==> config.mk <==
export PLATFORM = sky130hd
export DESIGN_NAME = sos_gain_shift_pipe
export DESIGN_NICKNAME = d
export VERILOG_FILES = /design/src/rtl/sos_gain_shift_pipe.sv
export SDC_FILE = /design/constraint.sdc
export NUM_CORES = 2
export LEC_CHECK = 0
export CAP_MARGIN = 5
export CORE_MARGIN = 10
export CORE_UTILIZATION = 60
export DETAILED_ROUTE_END_ITERATION = 10
export PLACE_DENSITY = 0.92
export REMOVE_ABC_BUFFERS = 1
export SETUP_SLACK_MARGIN = 0.15
export SLEW_MARGIN = 10
export SYNTH_ARGS = -nofsm -noshare
export SYNTH_HDL_FRONTEND = slang
export SYNTH_SLANG_ARGS = --single-unit
export TNS_END_PERCENT = 30
==> constraint.sdc <==
create_clock -name CLK -period 3.1 [get_ports CLK]
set_input_delay 0.465 -clock CLK [delete_from_list [all_inputs] [get_ports CLK]]
set_output_delay 0.465 -clock CLK [all_outputs]
set_load 0.01 [all_outputs]
==> src/rtl/sos_gain_shift_pipe.sv <==
// sos_gain_shift_pipe
//   Pipelined coefficient gain-and-shift for one SOS tap:
//   P = sat(round((X * H) >>> SHIFT_NUM)), with valid/ready handshaking and
//   overflow monitoring for IIR stability checks.
//   The multiply result is carried through the first PIPE_STG-1 stages.
//   Rounding and saturation are done in the final, registered stage.
//   The whole pipeline advances only when the output slot is free or being drained.
//
// Ports
//   CLK         rising-edge clock
//   RST_N       asynchronous active-low reset
//   IN_VLD      X/H valid
//   IN_RDY      block can accept this cycle (combinational)
//   X           signed sample, IIR_WD bits
//   H           signed coefficient, COF_WD bits
//   OUT_VLD     P valid
//   OUT_RDY     downstream accepts P
//   P           signed scaled product, IIR_WD bits
//   OVF         range overflow of the current P (qualified by OUT_VLD)
//   OVF_STICKY  set by any emitted overflow; held until OVF_CLR
//   OVF_CLR     synchronous clear of OVF_STICKY and OVF_CNT
//   OVF_CNT     saturating count of emitted overflowed samples
module sos_gain_shift_pipe #(
    parameter int IIR_WD    = 48,
    parameter int COF_WD    = 32,
    parameter int SHIFT_NUM = 30,
    parameter int PIPE_STG  = 3,
    parameter int ROUND_EN  = 1,
    parameter int SAT_EN    = 1,
    parameter int CNT_WD    = 16
) (
    input  logic                     CLK,
    input  logic                     RST_N,
    input  logic                     IN_VLD,
    output logic                     IN_RDY,
    input  logic signed [IIR_WD-1:0] X,
    input  logic signed [COF_WD-1:0] H,
    output logic                     OUT_VLD,
    input  logic                     OUT_RDY,
    output logic signed [IIR_WD-1:0] P,
    output logic                     OVF,
    output logic                     OVF_STICKY,
    input  logic                     OVF_CLR,
    output logic [CNT_WD-1:0]        OVF_CNT
);

    localparam int PW     = IIR_WD + COF_WD;   // full product width
    localparam int EW     = PW + 1;            // one guard bit so the rounding add cannot carry out
    localparam int RND_SH = (SHIFT_NUM > 0) ? SHIFT_NUM - 1 : 0;
    localparam logic signed [EW-1:0] RND_ADD =
        (ROUND_EN != 0 && SHIFT_NUM > 0) ? ({{(EW-1){1'b0}}, 1'b1} << RND_SH) : '0;

    function automatic logic signed [PW-1:0] mul_full(input logic signed [IIR_WD-1:0] a,
                                                      input logic signed [COF_WD-1:0] b);
        logic signed [PW-1:0] ae;
        logic signed [PW-1:0] be;
        ae = PW'(a);
        be = PW'(b);
        return ae * be;
    endfunction

    // Round-half-up then arithmetic shift; floor after +0.5 gives -1.5 -> -1, +1.5 -> +2.
    function automatic logic signed [EW-1:0] round_shift(input logic signed [PW-1:0] prod);
        logic signed [EW-1:0] ext;
        ext = EW'(prod) + RND_ADD;
        return ext >>> SHIFT_NUM;
    endfunction

    // Returns {ovf, p}. The value fits only when all bits from the IIR_WD-1 position up are copies of the sign.
    function automatic logic [IIR_WD:0] saturate(input logic signed [EW-1:0] v);
        logic              ovf;
        logic [IIR_WD-1:0] p;
        ovf = ~((&v[EW-1:IIR_WD-1]) | (~|v[EW-1:IIR_WD-1]));
        if (ovf && SAT_EN != 0)
            p = v[EW-1] ? {1'b1, {(IIR_WD-1){1'b0}}} : {1'b0, {(IIR_WD-1){1'b1}}};
        else
            p = v[IIR_WD-1:0];
        return {ovf, p};
    endfunction

    logic en;
    assign en     = OUT_RDY | ~OUT_VLD;
    assign IN_RDY = en;

    logic signed [PW-1:0] last_prod;
    logic                 last_vld;

    if (PIPE_STG == 1) begin : g_direct
        assign last_prod = mul_full(X, H);
        assign last_vld  = IN_VLD;
    end else begin : g_mul_pipe
        logic signed [PW-1:0] prod_p [PIPE_STG-1];
        logic                 vld_p  [PIPE_STG-1];

        // ---- stages 0..PIPE_STG-2: product and its valid shift together ----
        always_ff @(posedge CLK or negedge RST_N) begin
            if (!RST_N) begin
                for (int i = 0; i < PIPE_STG-1; i++) vld_p[i] <= 1'b0;
            end else if (en) begin
                vld_p[0] <= IN_VLD;
                for (int i = 1; i < PIPE_STG-1; i++) vld_p[i] <= vld_p[i-1];
            end
        end

        always_ff @(posedge CLK) begin
            if (en) begin
                prod_p[0] <= mul_full(X, H);
                for (int i = 1; i < PIPE_STG-1; i++) prod_p[i] <= prod_p[i-1];
            end
        end

        assign last_prod = prod_p[PIPE_STG-2];
        assign last_vld  = vld_p[PIPE_STG-2];
    end

    logic [IIR_WD:0] sat_res;
    assign sat_res = saturate(round_shift(last_prod));

    // ---- final stage: rounded/saturated output register ----
    always_ff @(posedge CLK or negedge RST_N) begin
        if (!RST_N) begin
            OUT_VLD <= 1'b0;
            P       <= '0;
            OVF     <= 1'b0;
        end else if (en) begin
            OUT_VLD <= last_vld;
            P       <= sat_res[IIR_WD-1:0];
            OVF     <= sat_res[IIR_WD] & last_vld;
        end
    end

    // Overflow monitor counts only samples actually taken by the consumer.
    logic              ovf_evt;
    logic [CNT_WD-1:0] cnt_base;
    assign ovf_evt  = OUT_VLD & OUT_RDY & OVF;
    assign cnt_base = OVF_CLR ? '0 : OVF_CNT;

    always_ff @(posedge CLK or negedge RST_N) begin
        if (!RST_N) begin
            OVF_STICKY <= 1'b0;
            OVF_CNT    <= '0;
        end else begin
            OVF_STICKY <= (~OVF_CLR & OVF_STICKY) | ovf_evt;
            if (ovf_evt && !(&cnt_base))
                OVF_CNT <= cnt_base + CNT_WD'(1);
            else
                OVF_CNT <= cnt_base;
        end
    end

endmodule
==> results.cfg, run 1 <==
[place]
port_buffers = 152
dp_hpwl_mm = 162
dp_cells = 7783
gp_congestion = 1.06
dpl-instance-area_mm2 = 0.0653
pre_cts_slack_ns = -5.61

[yosys]
synth_area_leader_cell = fa_1
synth_cells = 6057
synth_common_cells = 1561 x fa_1, 1450 x inv_1, 1030 x nand2_1, 623 x and2_1, 324 x clkbuf_1
synth.cell_area_mm2 = 0.0576
synth_area_per_cell_um2 = 9.52
yosys_warnings = 0
seq_area_frac_synth = 0.0831
synthArstFlopShare = 0.404
yosys-top-cells-area = fa_1 54%, inv_1 9.4%, and2_1 6.8%, nand2_1 6.7%, edfxtp_1 5.3%
ys.flop_type = edfxtp_1
synth-seq-cells = 171
yosysMostFrequentCell = fa_1
ys_types = 69
synth_edf_count = 102
synth_top_area_share = 0.542

[die]
start_util = 0.606
die-height_um = 330
row_count = 113
fp.dieW_um = 330
io-pin-count = 153

[grt]
first_global_vias = 70200
overflow = 447
grt.total_usage = 0.641
grt_max_degree = 107
grt_pass1_wl_mm = 500

[run_status]
status = aborted with a tool error
haltStage = global routing
error = [ERROR GRT-0116] Global routing finished with congestion. Check the congestion regions in the DRC Viewer.

[cts]
clock_path_buffers = 2
numCtsBuffers = 17
cts.sinks = 171
cts_max_level = 4
cts-root-buf = clkbuf_16
==> routing by layer <==
metal	global-route usage	overflow
met5	0.368	1
met4	0.620	155
met3	0.584	23
met2	0.759	238
met1	0.608	30
==> metrics by stage <==
| stage | setup TNS, ns | hold WS [ns] |
|---|---|---|
| 3_3_place_gp | -257.05 | 0.402 |
| 3_5_place_dp | -269.41 | 0.405 |
| 2_1_floorplan | -904.53 | 0.169 |
| 4_1_cts | -211.79 | 0.0104 |
==> timing repair <==
action	4_1_cts
gates cloned	32
pin swaps	349
resized for setup	707
endpoints found under the setup margin	97
hold buffers	0
setup buffers	170
==> kinds of logic after synthesis <==
family,share of synthesized area
simple gates,0.160
buf+inv,0.118
fa+ha+maj,0.589
compound gates,0.0337
flops,0.0831
xor+xnor,0.0172
mux,0.000369
==> run 2, diff against run 1 <==
--- a/config.mk
+++ b/config.mk
@@ -7,11 +7,10 @@
 export LEC_CHECK = 0
 export CAP_MARGIN = 5
 export CORE_MARGIN = 10
-export CORE_UTILIZATION = 60
+export CORE_UTILIZATION = 40
 export DETAILED_ROUTE_END_ITERATION = 10
-export PLACE_DENSITY = 0.92
+export PLACE_DENSITY_LB_ADDON = 0.15
 export REMOVE_ABC_BUFFERS = 1
-export SETUP_SLACK_MARGIN = 0.15
 export SLEW_MARGIN = 10
 export SYNTH_ARGS = -nofsm -noshare
 export SYNTH_HDL_FRONTEND = slang
==> constraint.sdc (replaced) <==
create_clock -name CLK -period 4.03 [get_ports CLK]
set_input_delay 0.6045 -clock CLK [delete_from_list [all_inputs] [get_ports CLK]]
set_output_delay 0.6045 -clock CLK [all_outputs]
set_load 0.01 [all_outputs]
==> run 2 against run 1 <==
The flow now finishes, with violations (negative setup slack). Synthesized cell count stayed put. Synthesized area unchanged.
==> results.cfg, run 2 <==
[place]
pre_cts_slack_ns = -4.77
gp_congestion = 0.916
dp_hpwl_mm = 156
port_buffers = 152
dp_cells = 8436

[routing]
vias = 42700
wl_per_cell_um = 22.1
via_per_inst = 4.94
drc = 0
dr.pass1.iters = 6
ant_nets = 0
first_iter_violations = 2704
finalWirelength_mm = 191

[grt]
use_met2 = 0.417
grt_pass1_wl_mm = 294
first_global_vias = 48100
overflow = 0
met1_usage = 0.317
met3_usage = 0.0387
antenna_found_initial = 6
grt.busiest_layer = met2
grt_max_degree = 107
grt.total_usage = 0.243

[cts]
cts.clk_slew.worst_paths_ns = 0.07
cts-root-buf = clkbuf_16
cts.sinks = 171
clock_path_buffers = 2
cts_tree = yes
cts_max_level = 4
clock_latency_ns = 0.43
numCtsBuffers = 17

[die]
start_util = 0.402
io-pin-count = 153
row_count = 139
core_mm2 = 0.143
die-height_um = 400
fp.dieW_um = 400
die_area_mm2 = 0.160

[yosys]
synth_area_leader_cell = fa_1
synth-seq-cells = 171
synth_top_area_share = 0.542
synthArstFlopShare = 0.404
seq_area_frac_synth = 0.0831
synth_edf_count = 102
yosys_warnings = 0
yosys-top-cells-area = fa_1 54%, inv_1 9.4%, and2_1 6.8%, nand2_1 6.7%, edfxtp_1 5.3%
synth.cell_area_mm2 = 0.0576
yosysMostFrequentCell = fa_1
synth_area_per_cell_um2 = 9.52
ys_types = 69
synth_common_cells = 1561 x fa_1, 1450 x inv_1, 1030 x nand2_1, 623 x and2_1, 324 x clkbuf_1
ys.flop_type = edfxtp_1
synth_cells = 6057

[run_status]
violations = negative setup slack
status = finished with violations

[setup_path]
critical_path_peak_fanout = 5
endpoint_kind = register
cp_data_arrival_time_ns = 7.81
crit_required_ns = 4.21
worstSetupPathType = in2reg
cpMaxStageDelayCell = fa_2
start_kind = input port
max_stage_delay_ns = 0.61

[layout]
multi_input_area_mm2 = 0.0476
drive_gt1_frac = 0.194
mostFrequentLayoutCells = 1445 x fa_1, 1400 x inv_1, 1003 x nand2_1
final_common_cell = fa_1
ff_latch_area_mm2 = 0.00479
top_regs = g_mul_pipe.prod_p (102), P (48), OVF_CNT (16)
top_register = g_mul_pipe.prod_p
fillCellCount = 13500
fin_cells = 8647
fin_nets = 8590
largest_reg_flops = 102
syn2layout_area_growth_pct = 23.6

[flow_run]
max-cap-violations = 0

[sta]
fmaxAchievable_ghz = 0.131
finalClockSkew_ns = 0.0133
period_minus_slack_ns = 7.63
slew_headroom = 0.303
setup_ws_ns = -3.60
worst_pin_slew_ns = 1.05
setup_viol = 51
hold_viol_final = 0
rsz0062_at_grt = true
period_share = 1.89
hold_ws_ns = 0.280
slew_violations = 0

[min_path]
hp-class = in2async
-- run 2: cells by family (layout without fill, tap and decap cells) --
group                      after synthesis  after routing  share of synthesized area
xor gates and xnor gates               113            113                     0.0172
other                                    0              1                          0
buffers and inverters                 1795           2481                      0.118
muxes                                    2              2                   0.000369
and+or+nand+nor                       1915           1915                      0.160
AOI/OAI and AO/OA                      286            286                     0.0337
adders and majority gates             1775           1775                      0.589
DFF                                    171            171                     0.0831
-- run 2: final cells by class --
class                      count  area share
antenna                        1   0.0000351
clock buffer                  21     0.00690
clock inverter                11     0.00114
inverter                    1450      0.0765
multi-input combinational   4091       0.668
sequential                   171      0.0672
tap                         1903      0.0334
timing repair buffer         999       0.147
-- run 2: worst paths after layout --
path,startpoint,endpoint,slack (ns),cells after the start
min in group CLK,g_mul_pipe.prod_p[0][57],g_mul_pipe.prod_p[0][137],0.41,0
hold reg to reg,g_mul_pipe.prod_p[0][57],g_mul_pipe.prod_p[0][137],0.41,0
hold / removal,RST_N,OVF_CNT[15],0.28,1
max in group asynchronous,RST_N,P[27],2.77,2
setup reg to reg,g_mul_pipe.prod_p[0][119],P[16],0.59,11
setup / recovery,X[5],g_mul_pipe.prod_p[0][74],-3.60,29
-- run 2: worst max-delay path, delay by kind of cell --
family                   cells  cell delay (ns)
AO/OA/AOI/OAI                7             1.38
XOR/XNOR                     1             0.14
adder cells (fa/ha/maj)      9             4.28
buffers and inverters       10             1.17
AND/OR/NAND/NOR              2             0.22
-- run 2: metrics by stage --
stage	setup TNS [ns]	utilization	cell area, um^2
after detailed placement	-226.39	0.463	66400
after global routing	-179.78	0.496	71200
final	-169.57	0.496	71200
after floorplan	-741.83	-	56300
after CTS	-169.12	0.488	70000
after global placement	-224.98	0.463	66400
-- run 2: routing by layer --
layer	vias up	wire, um
met1	22400	77900
met2	1253	93200
met3	273	13100
li1	18700	-
met4	4	6670
met5	-	106
-- run 2: repair_timing --
action                     in CTS  in global routing
gates resized for setup       499                236
cloned                         24                  4
buffers inserted              108                 44
pin swaps                     194                175
hold buffers                    0                  0
setup endpoints to repair      51                 51
Power of run 2 is not shown: default switching activity piles up to over one toggle a cycle in this logic, so the estimate is an artifact.
